## src/rtl/spi_target.sv

```systemverilog
`timescale 1ns/1ps
// spi_target: SPI mode-0 target with a 16 x 8-bit register file.
//
// The SPI pins are asynchronous to io_clock. Each one passes through a
// 2-flop synchronizer, and the logic acts only on synchronized edges.
// This supports an sclk of up to io_clock/8.
// The first byte of a transaction is a command:
//   bit7    = 1 for read, 0 for write
//   bits3:0 = start address
// Data bytes then stream to or from consecutive addresses, which wrap modulo 16.
//
// Ports:
//   io_clock, io_resetn           system clock, async active-low reset
//   io_spi_sclk/ss/mosi           SPI inputs (async)
//   io_spi_miso, io_spi_misoEn    SPI data out and pad output-enable
//   io_localAddr, io_localRdata   combinational local read port
//   io_wrStrobe/wrAddr/wrData     one-cycle notification per byte written
//   io_interrupt                  only when SPI_TARGET_IRQ_EN is defined:
//                                 one-cycle pulse at the end of a transaction
//                                 that wrote at least one byte
//
// Optional feature macro: SPI_TARGET_IRQ_EN
//
// state | meaning
// IDLE  | waiting for ss falling edge
// CMD   | receiving the command byte
// WRITE | each received byte is written to regs[addr]
// READ  | regs[addr] is shifted out on miso
module spi_target (
  input  logic       io_clock,
  input  logic       io_resetn,
  input  logic       io_spi_sclk,
  input  logic       io_spi_ss,
  input  logic       io_spi_mosi,
  output logic       io_spi_miso,
  output logic       io_spi_misoEn,
  input  logic [3:0] io_localAddr,
  output logic [7:0] io_localRdata,
  output logic       io_wrStrobe,
  output logic [3:0] io_wrAddr,
  output logic [7:0] io_wrData
`ifdef SPI_TARGET_IRQ_EN
  ,output logic      io_interrupt
`endif
);

  typedef enum logic [1:0] {IDLE, CMD, WRITE, READ} state_t;

  state_t     state_q, state_d;
  logic       sclk_s1_q, sclk_s2_q, sclk_s3_q;
  logic       ss_s1_q, ss_s2_q, ss_s3_q;
  logic       mosi_s1_q, mosi_s2_q;
  logic [2:0] bit_cnt_q, bit_cnt_d;
  logic [7:0] rx_q, rx_d;
  logic [7:0] tx_q, tx_d;
  logic [3:0] addr_q, addr_d;
  logic       miso_q, miso_d;
  logic [7:0] regs_q [16];
  logic [7:0] regs_d [16];
  logic       wr_strobe_q, wr_strobe_d;
  logic [3:0] wr_addr_q, wr_addr_d;
  logic [7:0] wr_data_q, wr_data_d;
  logic [7:0] rx_byte;
  logic       sclk_rise, sclk_fall, ss_fall, ss_rise;
`ifdef SPI_TARGET_IRQ_EN
  logic       wrote_q, wrote_d;
  logic       irq_q, irq_d;
`endif

  // The third stage of sclk and ss is only the previous value, used for edge detection.
  assign sclk_rise = sclk_s2_q & ~sclk_s3_q;
  assign sclk_fall = ~sclk_s2_q & sclk_s3_q;
  assign ss_fall   = ~ss_s2_q & ss_s3_q;
  assign ss_rise   = ss_s2_q & ~ss_s3_q;

  always_comb begin
    state_d     = state_q;
    bit_cnt_d   = bit_cnt_q;
    rx_d        = rx_q;
    tx_d        = tx_q;
    addr_d      = addr_q;
    miso_d      = miso_q;
    regs_d      = regs_q;
    wr_strobe_d = 1'b0;
    wr_addr_d   = wr_addr_q;
    wr_data_d   = wr_data_q;
    rx_byte     = {rx_q[6:0], mosi_s2_q};
`ifdef SPI_TARGET_IRQ_EN
    wrote_d     = wrote_q;
    irq_d       = 1'b0;
`endif
    if (state_q == IDLE) begin
      miso_d = 1'b0;
      if (ss_fall) begin
        state_d   = CMD;
        bit_cnt_d = 3'd0;
        rx_d      = 8'h00;
        tx_d      = 8'h00;
      end
    end else if (ss_rise) begin
      // A partial byte is simply dropped: nothing has been committed for it yet.
      state_d = IDLE;
      miso_d  = 1'b0;
`ifdef SPI_TARGET_IRQ_EN
      irq_d   = wrote_q;
      wrote_d = 1'b0;
`endif
    end else begin
      if (sclk_rise) begin
        rx_d      = rx_byte;
        bit_cnt_d = bit_cnt_q + 3'd1;
        if (bit_cnt_q == 3'd7) begin
          if (state_q == CMD) begin
            if (rx_byte[7]) begin
              state_d = READ;
              tx_d    = regs_q[rx_byte[3:0]];
              addr_d  = rx_byte[3:0] + 4'd1;
            end else begin
              state_d = WRITE;
              addr_d  = rx_byte[3:0];
            end
          end else if (state_q == WRITE) begin
            regs_d[addr_q] = rx_byte;
            wr_strobe_d    = 1'b1;
            wr_addr_d      = addr_q;
            wr_data_d      = rx_byte;
            addr_d         = addr_q + 4'd1;
`ifdef SPI_TARGET_IRQ_EN
            wrote_d        = 1'b1;
`endif
          end else begin
            tx_d   = regs_q[addr_q];
            addr_d = addr_q + 4'd1;
          end
        end
      end
      // Loads happen on rising edges only, so the first falling edge after a
      // load presents the MSB and each later falling edge advances one bit.
      if (sclk_fall && state_q == READ) begin
        miso_d = tx_q[7];
        tx_d   = {tx_q[6:0], 1'b0};
      end
    end
  end

  always_ff @(posedge io_clock or negedge io_resetn) begin
    if (!io_resetn) begin
      state_q     <= IDLE;
      sclk_s1_q   <= 1'b0;
      sclk_s2_q   <= 1'b0;
      sclk_s3_q   <= 1'b0;
      ss_s1_q     <= 1'b1;
      ss_s2_q     <= 1'b1;
      ss_s3_q     <= 1'b1;
      mosi_s1_q   <= 1'b0;
      mosi_s2_q   <= 1'b0;
      bit_cnt_q   <= 3'd0;
      rx_q        <= 8'h00;
      tx_q        <= 8'h00;
      addr_q      <= 4'd0;
      miso_q      <= 1'b0;
      for (int i = 0; i < 16; i++) regs_q[i] <= 8'h00;
      wr_strobe_q <= 1'b0;
      wr_addr_q   <= 4'd0;
      wr_data_q   <= 8'h00;
`ifdef SPI_TARGET_IRQ_EN
      wrote_q     <= 1'b0;
      irq_q       <= 1'b0;
`endif
    end else begin
      state_q     <= state_d;
      sclk_s1_q   <= io_spi_sclk;
      sclk_s2_q   <= sclk_s1_q;
      sclk_s3_q   <= sclk_s2_q;
      ss_s1_q     <= io_spi_ss;
      ss_s2_q     <= ss_s1_q;
      ss_s3_q     <= ss_s2_q;
      mosi_s1_q   <= io_spi_mosi;
      mosi_s2_q   <= mosi_s1_q;
      bit_cnt_q   <= bit_cnt_d;
      rx_q        <= rx_d;
      tx_q        <= tx_d;
      addr_q      <= addr_d;
      miso_q      <= miso_d;
      regs_q      <= regs_d;
      wr_strobe_q <= wr_strobe_d;
      wr_addr_q   <= wr_addr_d;
      wr_data_q   <= wr_data_d;
`ifdef SPI_TARGET_IRQ_EN
      wrote_q     <= wrote_d;
      irq_q       <= irq_d;
`endif
    end
  end

  assign io_spi_miso   = miso_q;
  assign io_spi_misoEn = ~ss_s2_q;
  assign io_localRdata = regs_q[io_localAddr];
  assign io_wrStrobe   = wr_strobe_q;
  assign io_wrAddr     = wr_addr_q;
  assign io_wrData     = wr_data_q;
`ifdef SPI_TARGET_IRQ_EN
  assign io_interrupt  = irq_q;
`endif

endmodule

```

## config.mk

```make
export PLATFORM = sky130hd
export DESIGN_NAME = spi_target
export DESIGN_NICKNAME = d
export VERILOG_FILES = /design/src/rtl/spi_target.sv
export SDC_FILE = /design/constraint.sdc
export NUM_CORES = 1
export LEC_CHECK = 0
export CORE_UTILIZATION = 55
export DETAILED_ROUTE_END_ITERATION = 6
export GPL_TIMING_DRIVEN = 0
export PLACE_DENSITY = 0.71
export REMOVE_ABC_BUFFERS = 1
export SETUP_SLACK_MARGIN = 0.5
export SYNTH_ARGS = -nofsm -noshare
export SYNTH_HDL_FRONTEND = slang
export SYNTH_SLANG_ARGS = --single-unit
export TNS_END_PERCENT = 10
```

## constraint.sdc

```tcl
create_clock -name io_clock -period 3.76 [get_ports io_clock]
set_input_delay 0.564 -clock io_clock [delete_from_list [all_inputs] [get_ports io_clock]]
set_output_delay 0.564 -clock io_clock [all_outputs]
set_load 0.05 [all_outputs]
```

### Word level (Yosys, flattened, before mapping)

Index checks and enable logic that the tools add are counted.

| operators by class | value |
|---|---|
| add/sub/neg operators | 3 |
| magnitude comparators | 4 |
| equality and inequality tests | 8 |
| multiplexer cells | 46 |
| bitwise operators | 14 |
| reductions and logical operators | 15 |

Operators by type and width:

| operator | count |
|---|---|
| $bwmux W128 | 1 |
| $mux W8 | 16 |
| $bmux W8 S4 | 3 |
| $demux W8 S4 | 1 |
| $mux W7 | 3 |
| $reduce_bool A3 Y1 | 6 |
| $ge A5 B5 Y1 const B | 3 |
| $not A4 Y5 | 3 |
| $mux W2 | 6 |
| $mux W3 | 4 |
| $reduce_and A6 Y1 | 2 |
| $mux W1 | 10 |
| $add A4 B1 Y4 const B | 2 |
| $mux W4 | 2 |
| $ne A4 B3 Y1 const B | 2 |
| $reduce_and A4 Y1 | 2 |
| $not A1 Y1 | 7 |
| $lt A5 B1 Y1 const B | 1 |
| $and A1 B1 Y1 | 4 |
| $eq A2 B2 Y1 const B | 2 |
| $add A3 B1 Y3 const B | 1 |
| $eq A3 B3 Y1 const B | 1 |
| $reduce_and A3 Y1 | 1 |
| $eq A2 B1 Y1 const B | 1 |
| other kinds (5) | 6 |

| storage, ports and cells | value |
|---|---|
| flip-flop bits (word level) | 174 |
| bits of input ports | 9 |
| output and inout bits | 23 |
| logic and storage cells | 123 |

### Depth between registers and ports, before layout

| depth | value |
|---|---|
| depth after elaboration | 11 |
| mapped depth | 9 |
| gate-level depth less buffers | 7 |

### Worst setup path after synthesis

OpenSTA, ideal clock, no wires.

| timing path | value |
|---|---|
| kind | input port to output port |
| start | input port io_localAddr[0] |
| end | output port io_localRdata[0] |
| arrival time | 2.236 ns |
| data required time | 3.196 ns |
| path slack | 0.960 ns |
| stages on the path | 4 |
| buffers on the path | 2 |
| cell sequence | clkbuf_1 > buf_2 > mux4_2 > mux4_2 |

| between the ends | value |
|---|---|
| longest elaborated chain between the ends | 4 |

Ends and longest elaborated chain:

| what | line | source |
|---|---|---|
| start: declaration | 37 | `input logic [3:0] io_localAddr,` |
| $not A4 Y5 (implied by the code) | 198 | `assign io_localRdata = regs_q[io_localAddr];` |
| $bmux W8 S4 | 198 |  |
| $mux W8 (implied by the code) (2 in series) | 198 |  |
| end: declaration | 38 | `output logic [7:0] io_localRdata,` |

No other way between the ends. The select of a mux whose other input is x is not followed.

### Worst setup path after layout

| timing path | value |
|---|---|
| start | input port io_localAddr[0] |
| end | output port io_localRdata[2] |

Same word-level chain as after synthesis.

==> impl_metrics.env <==
export IMPL_fin_crit_sh_pct=84.8
export IMPL_yosysUniqueCellTypes=57
export IMPL_r2r_end="tx_q[3]$_DFFE_PN0P_"
export IMPL_numCtsBuffers=17
export IMPL_track_usage_pct=30.8
export IMPL_diodes=0
export IMPL_dr_pass1_iters=5
export IMPL_grt_overflow_total=0
export IMPL_start_util_pct=56.1
export IMPL_ys_seq_area_share_pct=43.2
export IMPL_tightest_slew_ns=1.46
export IMPL_drtAntennaViolNets=0
export IMPL_cp_max_fo=23
export IMPL_die_h_um=137
export IMPL_crit_type="in2out"
export IMPL_avgSynthCellArea_um2=13.7
export IMPL_viasPerCell=7.08
export IMPL_grt_pass1_wl_um=41600
export IMPL_critPathTopFamily="multiplexers"
export IMPL_finalSetupViolations=0
export IMPL_hpwl_um=17100
export IMPL_netlist_area_mm2=0.0101
export IMPL_reg2reg_slack_ns=0.59
export IMPL_root_buffer="clkbuf_16"
export IMPL_finalHoldViolations=0
export IMPL_peakVddDrop_mv=0.344
export IMPL_final_max_slew_violation_count=0
export IMPL_arrival_ns=2.62
export IMPL_combPwrFrac_pct=5.0
export IMPL_fin_worst_skew_ns=0.0132
export IMPL_drt_wl_total_um=26700
export IMPL_synth_compound_area_share_pct=6.01
export IMPL_fin_area_mm2=0.0111
export IMPL_cp_start_kind="input port"
export IMPL_synth_xor_area_share_pct=0.261
export IMPL_switching_share_pct=24.0
export IMPL_clock_path_buffers=2
export IMPL_remaining_drc_errors=0
export IMPL_wire_per_inst_um=27.8
export IMPL_min_delay_path_class="in2async"
export IMPL_io_buffers=31
export IMPL_critical_path_slowest_cell="mux4_2"
export IMPL_rows=49
export IMPL_switching_power_mw=0.953
export IMPL_fmax_mhz=314
export IMPL_fin_nets=735
export IMPL_drtIter0Drc=689
export IMPL_synthFlopType="dfrtp_1"
export IMPL_grt_setup_unrepaired="false"
export IMPL_htree_levels=4
export IMPL_synthArstFlopShare_pct=100
export IMPL_powerDensity_mw_per_mm2=358
export IMPL_dieArea_mm2=0.0189
export IMPL_grt_pass1_vias=6865
export IMPL_gp_congestion=0.895
export IMPL_startpoint="io_localAddr[0]"
export IMPL_synth_mux_area_share_pct=39.5
export IMPL_layout_cells_non_filler=961
export IMPL_timing_rr_start="rx_q[1]$_DFFE_PN0P_"
export IMPL_leakage_nw=4.96
export IMPL_max_stage_delay_ns=0.56
export IMPL_boundaryPins=32
export IMPL_worstPathRequired_ns=3.20
export IMPL_min_period_ns=3.19
export IMPL_ys_top_cells_by_count="dfrtp_1, mux2_2, mux4_2"
export IMPL_p_int_mw=3.02
export IMPL_postSynthCellCount=736
export IMPL_core_region_area_mm2=0.0180
export IMPL_slew_headroom_pct=2.82
export IMPL_synth_adder_area_share_pct=0.869
export IMPL_status="completed"
export IMPL_area_growth_pct=9.83
export IMPL_yosysWarnings=0
export IMPL_path_clk_slew_ns=0.07
export IMPL_cts_hold_buf=0
export IMPL_seqPwrFrac_pct=48.4
export IMPL_dpl_instance_area_mm2=0.0104
export IMPL_critical_path_depth=5
export IMPL_grt_max_degree=129
export IMPL_clock_latency_ns=0.44
export IMPL_die_w_um=137
export IMPL_crit_buf_inv=3
export IMPL_crit_chain="buf_4 > buf_12 > mux4_2 > mux4_2 > dlygate4sd2_1"
export IMPL_grt_antenna_before_repair=0
export IMPL_max_cap_violations=0
export IMPL_p_clk_share_pct=46.6
export IMPL_dp_cells=928
export IMPL_synth_top_family_by_area="multiplexers"
export IMPL_crit_end="io_localRdata[2]"
export IMPL_synthSimpleGateAreaFrac_pct=6.15
export IMPL_synth_most_common_cell="dfrtp_1"
export IMPL_synth_area_leaders="dfrtp_1, mux2_2, mux4_2, mux4_1, mux2i_1"
export IMPL_crit_path_end_kind="output pin"
export IMPL_vias=6802
export IMPL_cts_tree="done"
export IMPL_synth_top_area_cell="dfrtp_1"
export IMPL_ys_seq_elements=174
export IMPL_synth_edff_count=0
export IMPL_drive_above_1_share_pct=39.6
export IMPL_synth_top_area_share_pct=42.4
export IMPL_rr_worst_depth=5
export IMPL_cts_sinks=174
export IMPL_cp_common_cell="mux4_2"
==> power by group through the flow <==
stage	combinational, mW	clock [mW]	sequential, mW
6_report	0.200	1.85	1.92
5_1_grt	0.218	1.95	1.92
4_1_cts	0.201	1.87	1.92
3_5_place_dp	0.200	0	1.95
3_3_place_gp	0.179	0	1.96
2_1_floorplan	0.0890	0	1.95
==> per-stage QoR <==
step                setup TNS, ns  power [mW]  setup WS (ns)  util, %  hold slack, ns
detailed placement              0        2.15          0.119     58.2           0.336
global placement          -829.56        2.14          -4.72     57.4           0.334
CTS                             0        3.99          0.557     61.6          0.0138
global route                    0        4.09          0.502     61.6          0.0238
finish                          0        3.97          0.571     61.6          0.0136
floorplan                       0        2.03          0.665        -           0.268
==> cells in the final DEF, fill, tap and decap left out, types with 3 or more instances in the layout <==
cell type        instances
dfstp_2                  3
mux2i_1                 26
a31oi_1                  5
o221ai_1                 7
mux2_2                 159
clkinv_4                 4
a22oi_1                  9
inv_6                    3
dfrtp_2                  3
buf_12                   5
nor3_1                   4
and3_1                  15
clkbuf_16               17
and3b_1                  3
a22o_1                   3
dfrtp_1                167
a222oi_1                 3
nand3_1                 13
bufinv_16                3
ha_1                     7
mux4_2                  72
a21oi_1                 13
nor2_1                  11
o31ai_1                  4
a221oi_1                 5
a2bb2oi_1                3
mux4_1                  12
clkdlybuf4s50_1         20
inv_1                    8
nand2b_1                 6
nor2b_1                  6
o21ai_0                 12
o22ai_1                  8
nand2_1                 40
a211oi_1                 5
dlygate4sd2_1            8
==> layer usage <==
metal / up-vias / track usage, % / share of wire [%]
met2: 347 / 45.6 / 47
li1: 2819 / - / -
met4: 0 / 13.5 / 3.8
met5: - / 0 / 0
met1: 3551 / 42.5 / 41
met3: 85 / 8.72 / 8.5
==> registers in the layout (all words and copies together) (netlist names), 2 cells and up <==
| name | count |
|---|---|
| regs_q | 128 |
| io_wrData | 8 |
| tx_q | 8 |
| rx_q | 7 |
| addr_q | 4 |
| io_wrAddr | 4 |
| bit_cnt_q | 3 |
| state_q | 2 |
==> repair_timing <==
item                                    in CTS  in global routing
hold endpoints to repair                     0                  0
endpoints found under the setup margin     136                  0
gates resized for setup                      9                  0
setup buffers                                0                  0
==> final cells by class <==
cell class,count,area (um^2)
clock inverter,14,183
tap,229,287
timing repair buffer,37,425
inverter,9,33.8
fill,1312,6890
clock buffer,18,429
sequential,174,4370
multi-input combinational,480,5350
==> cell families (layout without fill, tap and decap cells) <==
family | Yosys count | after routing
flops | 174 | 174
fa+ha+maj | 7 | 7
buf+inv | 83 | 78
simple gates | 114 | 115
compound gates | 86 | 86
xor+xnor | 3 | 3
mux | 269 | 269
==> worst min path at each step <==
| stage | slack (ns) | endpoint | depth (start not counted) |
|---|---|---|---|
| 2_1_floorplan | 0.27 | addr_q[0]$_DFFE_PN0P_ | 0 |
| 3_3_place_gp | 0.33 | mosi_s2_q$_DFF_PN0_ | 0 |
| 3_5_place_dp | 0.34 | mosi_s2_q$_DFF_PN0_ | 0 |
| 4_1_cts | 0.01 | rx_q[2]$_DFFE_PN0P_ | 1 |
| 5_1_grt | 0.02 | bit_cnt_q[1]$_DFFE_PN0P_ | 1 |
| 6_report | 0.01 | rx_q[2]$_DFFE_PN0P_ | 1 |
Power figures use the tool's default switching activity.
